[config.mk]
export PLATFORM = sky130hd
export DESIGN_NAME = serial_slave_port_flat
export DESIGN_NICKNAME = d
export VERILOG_FILES = /design/src/rtl/serial_slave_port_if.sv /design/src/rtl/serial_slave_port.sv /design/src/flat_wrapper.sv
export SDC_FILE = /design/constraint.sdc
export NUM_CORES = 1
export LEC_CHECK = 0
export CAP_MARGIN = 20
export CORE_MARGIN = 2
export CORE_UTILIZATION = 30
export DETAILED_ROUTE_END_ITERATION = 10
export PLACE_DENSITY_LB_ADDON = 0.1
export SETUP_SLACK_MARGIN = 0.5
export SKIP_CTS_REPAIR_TIMING = 1
export SYNTH_ARGS = -nofsm -noshare
export SYNTH_HDL_FRONTEND = slang
export SYNTH_SLANG_ARGS = --single-unit
[constraint.sdc]
create_clock -name clk -period 2.5 [get_ports clk]
set_input_delay 0.25 -clock clk [delete_from_list [all_inputs] [get_ports clk]]
set_output_delay 0.25 -clock clk [all_outputs]
set_load 0.1 [all_outputs]
[src/rtl/serial_slave_port_if.sv]
// Serial bus lines shared by the external master and one slave endpoint.
interface serial_slave_port_if;
  logic control;
  logic wD;
  logic valid;
  logic rD;
  logic ready;

  modport master (output control, output wD, output valid, input rD, input ready);
  modport slave  (input control, input wD, input valid, output rD, output ready);
endinterface

[src/rtl/serial_slave_port.sv]
// Serial bus slave endpoint: frame decode, write deserializer, read serializer.
// Optional even-parity per word on wD/rD enabled by `define SERIAL_SLAVE_PARITY_EN.
module serial_slave_port #(
  parameter int         DATA_WIDTH = 8,
  parameter int         ADDR_WIDTH = 12,
  parameter logic [1:0] SLAVEID    = 2'd1
) (
  input  logic                  clk,
  input  logic                  rstN,
  serial_slave_port_if.slave    bus,
  output logic [ADDR_WIDTH-1:0] mem_addr,
  output logic [DATA_WIDTH-1:0] mem_wdata,
  output logic                  mem_we,
  output logic                  mem_re,
  input  logic [DATA_WIDTH-1:0] mem_rdata,
  output logic                  err
);

`ifdef SERIAL_SLAVE_PARITY_EN
  localparam int PAR = 1;
`else
  localparam int PAR = 0;
`endif
  localparam int CLEN    = 4 + ADDR_WIDTH;
  localparam int WLEN    = DATA_WIDTH + PAR;
  localparam int RLEN    = DATA_WIDTH + PAR;
  localparam int CNT_MAX = (CLEN > WLEN) ? CLEN : WLEN;
  localparam int CNT_W   = $clog2(CNT_MAX + 1);

  typedef enum logic [2:0] {
    S_IDLE, S_CTRL, S_WR_DATA, S_WR_COMMIT, S_RD_FETCH, S_RD_WAIT, S_RD_SHIFT
  } state_t;

  state_t                  state_q, state_d;
  logic [1:0]              ones_q, ones_d;
  logic [CNT_W-1:0]        cnt_q, cnt_d;
  logic [CLEN-2:0]         ctl_q, ctl_d;
  logic                    burst_q, burst_d;
  logic [ADDR_WIDTH-1:0]   addr_q, addr_d;
  logic [DATA_WIDTH-1:0]   wsh_q, wsh_d;
  logic [RLEN-1:0]         rsh_q, rsh_d;
  logic                    rd_q, rd_d;
  logic                    ready_q, ready_d;
  logic                    we_q, we_d;
  logic                    re_q, re_d;
  logic [DATA_WIDTH-1:0]   wdata_q, wdata_d;
  logic                    err_q, err_d;

  logic [CLEN-1:0]         frame;
  logic [RLEN-1:0]         load;
  logic                    par_ok;

  always_ff @(posedge clk) begin
    if (rstN) begin
      state_q <= S_IDLE;
      ones_q  <= '0;
      cnt_q   <= '0;
      ctl_q   <= '0;
      burst_q <= 1'b0;
      addr_q  <= '0;
      wsh_q   <= '0;
      rsh_q   <= '0;
      rd_q    <= 1'b0;
      ready_q <= 1'b1;
      we_q    <= 1'b0;
      re_q    <= 1'b0;
      wdata_q <= '0;
      err_q   <= 1'b0;
    end else begin
      state_q <= state_d;
      ones_q  <= ones_d;
      cnt_q   <= cnt_d;
      ctl_q   <= ctl_d;
      burst_q <= burst_d;
      addr_q  <= addr_d;
      wsh_q   <= wsh_d;
      rsh_q   <= rsh_d;
      rd_q    <= rd_d;
      ready_q <= ready_d;
      we_q    <= we_d;
      re_q    <= re_d;
      wdata_q <= wdata_d;
      err_q   <= err_d;
    end
  end

  always_comb begin
    state_d = state_q;
    ones_d  = ones_q;
    cnt_d   = cnt_q;
    ctl_d   = ctl_q;
    burst_d = burst_q;
    addr_d  = addr_q;
    wsh_d   = wsh_q;
    rsh_d   = rsh_q;
    wdata_d = wdata_q;
    err_d   = err_q;
    rd_d    = 1'b0;
    we_d    = 1'b0;
    frame   = {ctl_q, bus.control};
    par_ok  = 1'b1;
`ifdef SERIAL_SLAVE_PARITY_EN
    load    = {mem_rdata, ^mem_rdata};
`else
    load    = mem_rdata;
`endif

    case (state_q)
      S_IDLE: begin
        if (bus.control) begin
          if (ones_q == 2'd2) begin
            ones_d  = '0;
            cnt_d   = '0;
            state_d = S_CTRL;
          end else begin
            ones_d = ones_q + 2'd1;
          end
        end else begin
          ones_d = '0;
        end
      end
      S_CTRL: begin
        ctl_d = frame[CLEN-2:0];
        if (cnt_q == CNT_W'(CLEN - 1)) begin
          cnt_d = '0;
          if (frame[ADDR_WIDTH+3 -: 2] != SLAVEID) begin
            state_d = S_IDLE;
          end else begin
            burst_d = frame[ADDR_WIDTH];
            addr_d  = frame[ADDR_WIDTH-1:0];
            state_d = frame[ADDR_WIDTH+1] ? S_WR_DATA : S_RD_FETCH;
          end
        end else begin
          cnt_d = cnt_q + CNT_W'(1);
        end
      end
      S_WR_DATA: begin
        if (bus.valid) begin
          if (cnt_q < CNT_W'(DATA_WIDTH))
            wsh_d = {wsh_q[DATA_WIDTH-2:0], bus.wD};
          if (cnt_q == CNT_W'(WLEN - 1)) begin
            cnt_d   = '0;
            state_d = S_WR_COMMIT;
`ifdef SERIAL_SLAVE_PARITY_EN
            // the data word is complete in wsh_q; this last bit is parity
            wdata_d = wsh_q;
            par_ok  = ~(^{wsh_q, bus.wD});
            err_d   = err_q | ~par_ok;
`else
            wdata_d = {wsh_q[DATA_WIDTH-2:0], bus.wD};
`endif
            we_d    = par_ok;
          end else begin
            cnt_d = cnt_q + CNT_W'(1);
          end
        end
      end
      S_WR_COMMIT: begin
        if (burst_q && bus.valid) begin
          addr_d  = addr_q + ADDR_WIDTH'(1);
          state_d = S_WR_DATA;
        end else begin
          state_d = S_IDLE;
        end
      end
      S_RD_FETCH: state_d = S_RD_WAIT;
      S_RD_WAIT: begin
        rd_d    = load[RLEN-1];
        rsh_d   = load << 1;
        cnt_d   = '0;
        state_d = S_RD_SHIFT;
      end
      S_RD_SHIFT: begin
        if (cnt_q == CNT_W'(RLEN - 1)) begin
          cnt_d = '0;
          if (burst_q && bus.valid) begin
            addr_d  = addr_q + ADDR_WIDTH'(1);
            state_d = S_RD_FETCH;
          end else begin
            state_d = S_IDLE;
          end
        end else begin
          cnt_d = cnt_q + CNT_W'(1);
          rd_d  = rsh_q[RLEN-1];
          rsh_d = rsh_q << 1;
        end
      end
      default: state_d = S_IDLE;
    endcase

    // outputs are registered, so they are derived from the state being entered
    re_d    = (state_d == S_RD_FETCH);
    ready_d = !(state_d inside {S_WR_COMMIT, S_RD_FETCH, S_RD_WAIT});
  end

  assign bus.rD    = rd_q;
  assign bus.ready = ready_q;
  assign mem_addr  = addr_q;
  assign mem_wdata = wdata_q;
  assign mem_we    = we_q;
  assign mem_re    = re_q;
  assign err       = err_q;

endmodule

[src/flat_wrapper.sv]
// flat-port wrapper written by rule: the top's interface ports become plain ports
module serial_slave_port_flat 
#(
  parameter int         DATA_WIDTH = 8,
  parameter int         ADDR_WIDTH = 12,
  parameter logic [1:0] SLAVEID    = 2'd1
)
  (clk, rstN, mem_addr, mem_wdata, mem_we, mem_re, mem_rdata, err, bus_control, bus_wD, bus_valid, bus_rD, bus_ready);
  serial_slave_port_if bus_i ();
  input  logic clk;
  input  logic rstN;
  output logic [ADDR_WIDTH-1:0] mem_addr;
  output logic [DATA_WIDTH-1:0] mem_wdata;
  output logic mem_we;
  output logic mem_re;
  input  logic [DATA_WIDTH-1:0] mem_rdata;
  output logic err;
  input wire logic [$bits(bus_i.control)-1:0] bus_control;
  input wire logic [$bits(bus_i.wD)-1:0] bus_wD;
  input wire logic [$bits(bus_i.valid)-1:0] bus_valid;
  output wire logic [$bits(bus_i.rD)-1:0] bus_rD;
  output wire logic [$bits(bus_i.ready)-1:0] bus_ready;
  assign bus_i.control = bus_control;
  assign bus_i.wD = bus_wD;
  assign bus_i.valid = bus_valid;
  assign bus_rD = bus_i.rD;
  assign bus_ready = bus_i.ready;
  serial_slave_port #(.DATA_WIDTH(DATA_WIDTH), .ADDR_WIDTH(ADDR_WIDTH), .SLAVEID(SLAVEID)) u_core (.clk(clk), .rstN(rstN), .bus(bus_i), .mem_addr(mem_addr), .mem_wdata(mem_wdata), .mem_we(mem_we), .mem_re(mem_re), .mem_rdata(mem_rdata), .err(err));
endmodule
# == Yosys cells after proc, flatten, opt, wreduce, memory -nomap -nowiden ==
# Index checks and enable logic that the tools add are counted.
# classes
n_shift,0
reduce_logical,14
div,0
add_sub_neg,3
bitwise_logic,3
order_cmp,1
n_mul,0
mux,29
eq_ne,20
# ops
op,n
$mux W12,4
$pmux W12 S3,1
$mux W3,9
$mux W5,5
$pmux W5 S5,1
$pmux W3 S7,1
$pmux W8 S2,1
$eq A3 B3 Y1 const B,5
$add A12 B1 Y12 const B,1
$eq A3 B2 Y1 const B,3
$reduce_and A3 Y1,3
$mux W8,1
$ne A2 B1 Y1 const B,4
$ne A2 B2 Y1 const B,4
$reduce_and A4 Y1,2
$mux W2,3
$reduce_bool A3 Y1,2
$add A5 B1 Y5 const B,1
$eq A5 B3 Y1 const B,1
$eq A5 B4 Y1 const B,1
$lt A5 B4 Y1 const B,1
$reduce_bool A5 Y1,1
$eq A3 B1 Y1 const B,1
$logic_not A3 Y1,1
other kinds (10),13
# word_totals
inputBits,13
mem_bits_rw,0
memories,0
ff_bits,65
romBits,0
latch_bits,0

# == Depth between registers and ports, before layout ==
# Gate-level depths: netlist (run 1).
# depth
ltp_word,7
depth_mapped,7

# == Worst setup path before layout (run 1) ==
# No wires, ideal clock.
# synth_path
path_type,register to register
start,register u_core.addr_q[0] (netlist: u_core.mem_addr[0])
end,register u_core.addr_q[10] (netlist: u_core.mem_addr[10])
setup_slack_ns,0.115
period_less_slack_ns,2.385
required_ns,2.365
stages_incl_launch_ff,6
setup_ns,0.135
t_arrival_ns,2.250
path_cell_list,dfxtp_1 > ha_1 > nand3_1 > o311a_1 > o311ai_0 > o21ai_0
# synth_between
elab_chain_cells,4
# synth_lines
element,line,text
start: declaration,serial_slave_port.sv:39,"logic [ADDR_WIDTH-1:0] addr_q, addr_d;"
start signal: assignment,serial_slave_port.sv:75,addr_q <= addr_d;
$add A12 B1 Y12 (*),"serial_slave_port.sv:160, serial_slave_port.sv:177",
$mux W12 (*),"serial_slave_port.sv:159, serial_slave_port.sv:176",
$mux W12,serial_slave_port.sv:174,if (cnt_q == CNT_W'(RLEN - 1)) begin
$pmux W12 S3 (*),serial_slave_port.sv:108,case (state_q)
# Mark *: on every way between the ends. The rest lies on a longest branch, timed or not. The select of a mux whose other input is x is not followed.
# A chain may end at the register's enable or synchronous reset.

# == Final worst setup path (run 1) ==
# layout_path
start,register u_core.cnt_q[0]
end,register u_core.ready_q (netlist: u_core.bus.ready)
# layout_between
elab_chain_cells,7
word_cells_on_any_way,12
classes_between,5 x eq/ne; 5 x mux; 2 x reduce/logical
# layout_lines
element,line,text
start: declaration,serial_slave_port.sv:36,"logic [CNT_W-1:0] cnt_q, cnt_d;"
start signal: assignment,serial_slave_port.sv:72,cnt_q <= cnt_d;
$eq A5 B3 Y1,"serial_slave_port.sv:141, serial_slave_port.sv:174",
$mux W3,serial_slave_port.sv:141,if (cnt_q == CNT_W'(WLEN - 1)) begin
$mux W3,serial_slave_port.sv:138,if (bus.valid) begin
$pmux W3 S7 (*),serial_slave_port.sv:108,
$eq A3 B2 Y1 or $eq A3 B3 Y1 (tied branches),serial_slave_port.sv:193,"ready_d = !(state_d inside {S_WR_COMMIT, S_RD_FETCH, S_RD_WAIT});"
$reduce_bool A3 Y1 (*),serial_slave_port.sv:193,
$logic_not A1 Y1 (*),serial_slave_port.sv:193,
end signal: assignment,serial_slave_port.sv:79,ready_q <= ready_d;
end: declaration,serial_slave_port.sv:43,"logic ready_q, ready_d;"
# Mark *: on every way between the ends. The rest lies on a longest branch, timed or not.

==> impl_metrics.tcl, run 1 <==
set metrics [dict create \
    swShare_pct 22.4 \
    final_core_util_pct 38.9 \
    postRouteAntennaNets 0 \
    cpMaxStageDelayCell "dfxtp_4" \
    clockBufferDepth 2 \
    cp_cell_sequence "ha_4, and3_4, ha_1, o21a_1, a211oi_1, o32ai_1, a211o_1" \
    finalWorstSetupSlack_ps 457 \
    setup_tns_ps 0 \
    total_power_mw 2.21 \
    fin_nets 424 \
    syn_area_um2 3160 \
    crit_arrival_ps 2290 \
    hold_class "input pin to flop" \
    cap_violations 0 \
    overflow 0 \
    dp_hpwl_um 5660 \
    diodes 0 \
    synth-async-reset-ratio_pct 0 \
    gp_congestion 0.797 \
    grt_first_pass_wirelength_um 13300 \
    dpl_cell_area_um2 3620 \
    cts_root_buf "clkbuf_8" \
    htreeDepth 3 \
    max-slew-margin-rel_pct 59.8 \
    wl_um 8250 \
    ys.flop_type "dfxtp_1" \
    clkPwrFrac_pct 50.2 \
    antenna_found_initial 0 \
    report.final.slew_viol_count 0 \
    yosysTopAreaCell "dfxtp_1" \
    crit_path_end_kind "flop" \
    grt_max_degree 33 \
    final_cell_mix "nand2_1, dfxtp_1, buf_4" \
    fin_crit_sh_pct 81.7 \
    fin_cells 547 \
    hold_slack_ps 354 \
    combPwrFrac_pct 3.5 \
    clkTransAtPathRegs_ps 80 \
    drt-vias-per-instance 5.11 \
    layout_commonest_cell "nand2_1" \
    cp_slowest_stage_delay_ps 360 \
    cts_buffers 9 \
    cp-start-kind "flop" \
    cp_num_buf_inv 0 \
    ir_drop_uv 201 \
    power.internal_mw 1.71 \
    min_period_ps 2040 \
    synth_area_leaders "dfxtp_1, nand2_1, mux2i_1, nor2_1, a21oi_1" \
    fmax_mhz 490 \
    drc_errors 0 \
    cts_tree "built" \
    core_area_um2 10300 \
    start_util_pct 30.7 \
    synth_nets 380 \
    yosys_warnings 0 \
    power_density_nw_per_um2 552 \
    grt_util_all_layers_pct 14.9 \
    worstMarginPinSlew_ps 602 \
    grt_pass1_vias 2600 \
    critPathTopFamily "compound AO/OA/AOI/OAI gates" \
    area_growth_pct 26.6 \
    synth-seq-cells 64 \
    dp_cells 525 \
    die_h_um 107 \
    cp_max_fo 4 \
    status "finished clean" \
    io_pins 38 \
    hold_violations 0 \
    seq_power_share_pct 46.3 \
    rsz0062_at_grt "yes" \
    synth-edff-count 0 \
    first_pass_iters 5 \
    drtIter0Drc 81 \
    die_area_um2 11400 \
    ys_seq_area_share_pct 40.6 \
    io_buffers 36 \
    synthCells 362 \
    ys_types 66 \
    num_rows 37 \
    fp.dieW_um 107 \
    final_cell_area_um2 4000 \
    vias 2797 \
    criticalPathCategory "flop to flop" \
    required_ps 2750 \
    syn_area_per_cell_um2 8.73 \
    power_switching_mw 0.495 \
    wl_per_cell_um 15.1 \
    cts_sinks 64 \
    finClkSkew_ps 14.3 \
    drive_gt1_share_pct 23.4 \
    finalSetupViolations 0 \
    insertion_delay_ps 360 \
    p_leak_nw 1.45 \
    place_ws_ps 354 \
    yosysTopAreaCellShare_pct 40.6 \
]
## final timing paths
path                          from                  to  slack (ps)  cells past startpoint
setup / recovery   u_core.cnt_q[0]    u_core.bus.ready         460                      7
hold reg to reg   u_core.ctl_q[14]    u_core.ctl_q[14]         470                      2
setup reg to reg   u_core.cnt_q[0]    u_core.bus.ready         460                      7
hold / removal                rstN  u_core.mem_addr[2]         350                      4
## state kept, by name, summed over array words and instances, names as in the netlist, 2 cells and up
| signal | cells |
|---|---|
| u_core.ctl_q | 15 |
| u_core.mem_addr | 12 |
| u_core.mem_wdata | 8 |
| u_core.rsh_q | 7 |
| u_core.wsh_q | 7 |
| u_core.cnt_q | 5 |
| u_core.state_q | 3 |
| u_core.ones_q | 2 |
## area by class of cell
type                       count  area, µm²
timing repair buffer          55        449
multi-input combinational    266       1800
tap                          136        170
clock buffer                   9        124
sequential                    64       1300
clock inverter                 7        119
inverter                      10       37.5
fill                        1064       6280
## kinds of logic (layout without fill, tap and decap cells)
logic type	count (synthesis)	after routing	synth area share, %
buffers and inverters	32	81	4.83
flip-flops	64	64	40.6
AO/OA/AOI/OAI	84	84	20.4
AND/OR/NAND/NOR	155	155	25.0
XOR/XNOR	2	2	1.03
multiplexers	19	19	6.02
other	1	1	0.119
adder cells (fa/ha/maj)	5	5	1.98
## tightest hold or removal path: stages
cell and delay [ps]:
buf_2 100, inv_1 140, nand2_1 110, o32ai_1 60
## synthesized netlist by cell type (6+ instances only)
library cell	number
dfxtp_1	64
nand2_1	55
nor2_1	37
a21oi_1	22
mux2i_1	19
nand3_1	13
clkbuf_1	10
inv_1	10
a311oi_1	9
nor3_1	8
a211oi_1	7
a31oi_1	6
o21ai_0	6
## power groups by stage
stage	registers (mW)	logic (mW)	clock network, mW
final	1.02	0.0773	1.11
after global routing	1.02	0.0843	1.19
after CTS	1.02	0.0776	1.14
after detailed placement	1.05	0.0773	0
after global placement	1.05	0.0779	0
after floorplan	1.05	0.0458	0
## routing by layer
layer / track usage, % / share of wire, % / up-vias
met4: 8.07 / 2.5 / 0
met2: 21.3 / 43 / 50
met1: 21.1 / 51 / 1320
met3: 2.86 / 3.2 / 16
met5: 0 / 0 / -
li1: - / - / 1411
Power figures use the tool's default switching activity.
==> inputs of run 2 (changes only) <==
==> constraint.sdc (replaced) <==
create_clock -name clk -period 2.1 [get_ports clk]
set_input_delay 0.21 -clock clk [delete_from_list [all_inputs] [get_ports clk]]
set_output_delay 0.21 -clock clk [all_outputs]
set_load 0.1 [all_outputs]
==> impl_metrics.tcl, run 2 (synthesized netlist as in run 1, its figures left out) <==
set metrics [dict create \
    fin_nets 438 \
    hold_violations 0 \
    clockBufferDepth 2 \
    fmax_mhz 539 \
    required_ps 2340 \
    final_core_util_pct 41.2 \
    final_cell_mix "nand2_1, buf_4, dfxtp_1" \
    criticalPathCategory "flop to flop" \
    first_pass_iters 5 \
    crit_path_end_kind "flop" \
    cts_sinks 64 \
    die_area_um2 11400 \
    rsz0062_at_grt "yes" \
    dpl_cell_area_um2 3770 \
    grt_util_all_layers_pct 15.4 \
    report.final.slew_viol_count 0 \
    overflow 0 \
    ir_drop_uv 237 \
    gp_congestion 0.790 \
    p_leak_nw 1.56 \
    min_period_ps 1850 \
    start_util_pct 30.7 \
    htreeDepth 3 \
    grt_max_degree 32 \
    cts_root_buf "clkbuf_8" \
    grt_pass1_vias 2677 \
    insertion_delay_ps 350 \
    largest_reg_flops 15 \
    num_rows 37 \
    largest-register "u_core.ctl_q" \
    antenna_found_initial 0 \
    area_growth_pct 34.1 \
    cp_slowest_stage_delay_ps 360 \
    cts_tree "built" \
    grt_first_pass_wirelength_um 13800 \
    fin_crit_sh_pct 88.3 \
    drc_errors 0 \
    fp.dieW_um 107 \
    cpMaxStageDelayCell "dfxtp_4" \
    finalSetupViolations 0 \
    vias 2910 \
    drt-vias-per-instance 5.19 \
    crit_arrival_ps 2090 \
    dp_hpwl_um 5870 \
    power_density_nw_per_um2 573 \
    wl_um 8680 \
    total_power_mw 2.43 \
    hold_class "input pin to flop" \
    layout_commonest_cell "nand2_1" \
    cp_max_fo 5 \
    final_cell_area_um2 4240 \
    io_pins 38 \
    cp_cell_sequence "ha_4, and3_4, ha_4, nand3b_1, buf_6, a2bb2oi_4, nor2_4, buf_6, a32o_1" \
    wl_per_cell_um 15.5 \
    finClkSkew_ps 9.85 \
    clkTransAtPathRegs_ps 80 \
    drive_gt1_share_pct 30.6 \
    dp_cells 536 \
    setup_tns_ps 0 \
    diodes 0 \
    postRouteAntennaNets 0 \
    fin_cells 561 \
    core_area_um2 10300 \
    cp-start-kind "flop" \
    cap_violations 0 \
    drtIter0Drc 139 \
    status "finished clean" \
    cts_buffers 9 \
    die_h_um 107 \
    io_buffers 36 \
]
[run 2: cell count changes in the layout (fill, tap and decap cells not counted), moves of 3 or more]
| cell | change |
|---|---|
| dfxtp_1 | -5 |
| a311oi_2 | +4 |
| o311ai_1 | +3 |
| dfxtp_4 | +7 |
| a311oi_1 | -4 |
| o311ai_0 | -3 |
| buf_6 | +4 |
| buf_4 | +7 |
[run 2: worst paths after layout]
kind / cells after the start / slack, ps / start / to
max: 9 / 250 / u_core.cnt_q[0] / u_core.mem_addr[7]
min: 2 / 250 / rstN / u_core.mem_addr[6]
max reg2reg: 9 / 250 / u_core.cnt_q[0] / u_core.mem_addr[7]
min reg2reg: 2 / 470 / u_core.rsh_q[2] / u_core.rsh_q[3]
[run 2: layout make-up]
| type | count | area (µm²) |
|---|---|---|
| Clock inverter | 6 | 66.3 |
| Clock buffer | 10 | 138 |
| Fill cell | 1059 | 6040 |
| Timing Repair Buffer | 68 | 572 |
| Multi-Input combinational cell | 267 | 1930 |
| Inverter | 10 | 37.5 |
| Sequential cell | 64 | 1320 |
| Tap cell | 136 | 170 |
[run 2: metal layers]
layer	share of wire [%]	track usage (%)
met1	48	22.1
met2	45	22.2
met3	5.4	4.07
met4	1.3	5.19
met5	0	0
[run 2: critical path, delay by kind of cell (launching register included)]
kind | cells | cell delay, ps
compound gates | 2 | 460
buf+inv | 2 | 270
fa+ha+maj | 2 | 310
flops | 1 | 360
simple gates | 3 | 340
[run 2: stage by stage]
| stage | setup slack [ps] | hold WS (ps) |
|---|---|---|
| floorplan | 381 | 346 |
| global placement | 104 | 464 |
| detailed placement | 163 | 469 |
| CTS | 131 | 205 |
| global route | 152 | 260 |
| finish | 246 | 250 |
[run 2: where the power goes]
| part | switching (mW) | total, mW | internal (mW) |
|---|---|---|---|
| sequential | 0.00532 | 1.21 | 1.21 |
| clock | 0.530 | 1.12 | 0.585 |
| combinational | 0.0600 | 0.103 | 0.0426 |
==> inputs of run 3 (changes only) <==
--- a/config.mk
+++ b/config.mk
@@ -15,3 +15,4 @@
 export SYNTH_ARGS = -nofsm -noshare
 export SYNTH_HDL_FRONTEND = slang
 export SYNTH_SLANG_ARGS = --single-unit
+export TNS_END_PERCENT = 5
==> impl_metrics.tcl, run 3 (synthesized netlist as in run 1, its figures left out) <==
set metrics [dict create \
    status "finished clean" \
    cts_sinks 64 \
    crit_path_end_kind "flop" \
    drtIter0Drc 101 \
    whs_path_depth 2 \
    final_core_util_pct 39.5 \
    hold_violations 0 \
    grt_first_pass_wirelength_um 13600 \
    overflow 0 \
    largest_reg_flops 15 \
    grt_max_degree 34 \
    fin_crit_sh_pct 88.3 \
    cp.depth 9 \
    num_rows 37 \
    drt-vias-per-instance 5.13 \
    cpMaxStageDelayCell "dfxtp_4" \
    required_ps 2340 \
    die_h_um 107 \
    die_area_um2 11400 \
    cap_violations 0 \
    fp.dieW_um 107 \
    insertion_delay_ps 340 \
    cp_max_fo 5 \
    finalSetupViolations 0 \
    ir_drop_uv 385 \
    cp_slowest_stage_delay_ps 360 \
    vias 2848 \
    r2r-start "u_core.cnt_q[0]" \
    cp-start-kind "flop" \
    largest-register "u_core.ctl_q" \
    core_area_um2 10300 \
    cts_tree "built" \
    cp_cell_sequence "ha_4, and3_4, ha_4, nand3b_1, buf_6, o22ai_4, buf_6, nand3_2, a32o_1" \
    clkTransAtPathRegs_ps 80 \
    cts_root_buf "clkbuf_8" \
    fin_nets 432 \
    min_period_ps 1850 \
    cp-startpoint "u_core.cnt_q[0]" \
    area_growth_pct 28.5 \
    crit_arrival_ps 2090 \
    rrSetupSlack_ps 250 \
    start_util_pct 30.7 \
    wl_um 8190 \
    drc_errors 0 \
    power_density_nw_per_um2 581 \
    cp_num_buf_inv 2 \
    criticalPathCategory "flop to flop" \
    clockBufferDepth 2 \
    dp_hpwl_um 5750 \
    first_pass_iters 4 \
    layout_commonest_cell "nand2_1" \
    io_buffers 36 \
    rr_endpoint "u_core.mem_addr[7]" \
    endpoint "u_core.mem_addr[7]" \
    htreeDepth 3 \
    grt_util_all_layers_pct 15.0 \
    final_cell_mix "nand2_1, dfxtp_1, buf_4" \
    fmax_mhz 539 \
    postRouteAntennaNets 0 \
    setup_tns_ps 0 \
    drive_gt1_share_pct 25.8 \
    critPathTopFamily "compound AO/OA/AOI/OAI gates" \
    wl_per_cell_um 14.8 \
    report.final.slew_viol_count 0 \
    gp_congestion 0.805 \
    p_leak_nw 1.49 \
    finClkSkew_ps 12.5 \
    hold_class "input pin to flop" \
    cts_buffers 9 \
    diodes 0 \
    grt_pass1_vias 2661 \
    io_pins 38 \
    antenna_found_initial 0 \
    r2r_cells 9 \
    fill_cells 1069 \
    rsz0062_at_grt "yes" \
]
-- run 3: cell count changes in the layout (fill, tap and decap cells not counted), moves of 2 or more --
cell	delta
a311oi_1	+4
a311oi_2	-4
buf_6	-4
dfxtp_1	+2
dfxtp_2	-2
nand4bb_1	+2
nor3_4	-2
nor4bb_1	+2
nor4bb_2	-2
o311ai_1	-2
-- run 3: how the worst min path moves through the flow --
stage / from / endpoint / slack (ps)
after floorplan: bus_control / u_core.ctl_q[0] / 350
after global placement: u_core.ctl_q[14] / u_core.ctl_q[14] / 450
after detailed placement: u_core.ctl_q[14] / u_core.ctl_q[14] / 450
after CTS: rstN / u_core.mem_addr[6] / 230
after global routing: rstN / u_core.mem_addr[5] / 240
final: rstN / u_core.mem_addr[5] / 260
-- run 3: worst reg2reg max path: cells and delay by family, from the launching register on --
| kind | cells | cell delay [ps] |
|---|---|---|
| AOI/OAI and AO/OA | 2 | 470 |
| and+or+nand+nor | 3 | 350 |
| DFF | 1 | 360 |
| adders and majority gates | 2 | 270 |
| buffers and inverters | 2 | 320 |
-- run 3: layer usage --
| layer | vias to the layer above | part of all wire, % | global-route usage [%] | wire, µm |
|---|---|---|---|---|
| li1 | 1424 | - | - | - |
| met1 | 1362 | 52 | 21.8 | 4240 |
| met2 | 54 | 43 | 21.7 | 3560 |
| met3 | 8 | 3.7 | 3.71 | 301 |
| met4 | 0 | 1.2 | 4.36 | 98 |
| met5 | - | 0 | 0 | 0 |
-- run 3: final cells by class --
class / instances / area, µm² / area share (%)
multi-input combinational: 266 / 1820 / 44.7
sequential: 64 / 1320 / 32.5
timing repair buffer: 63 / 522 / 12.9
tap: 136 / 170 / 4.19
clock buffer: 9 / 124 / 3.05
clock inverter: 7 / 70.1 / 1.73
inverter: 10 / 37.5 / 0.925
-- run 3: through the flow --
step / hold WS, ps / setup slack (ps) / cells / total power [mW] / instance area [µm²]
2_1_floorplan: 346 / 363 / 362 / 1.30 / 3220
5_1_grt: 244 / 177 / 555 / 2.47 / 4060
3_3_place_gp: 453 / 165 / 533 / 1.34 / 3740
6_report: 258 / 246 / 555 / 2.36 / 4060
3_5_place_dp: 453 / 79.3 / 533 / 1.33 / 3740
4_1_cts: 226 / 65.1 / 549 / 2.41 / 3940
-- run 3: power breakdown --
part           internal [mW]  total (mW)  switching, mW
logic                 0.0379      0.0939         0.0560
clock network          0.548        1.05          0.505
registers               1.21        1.21        0.00463
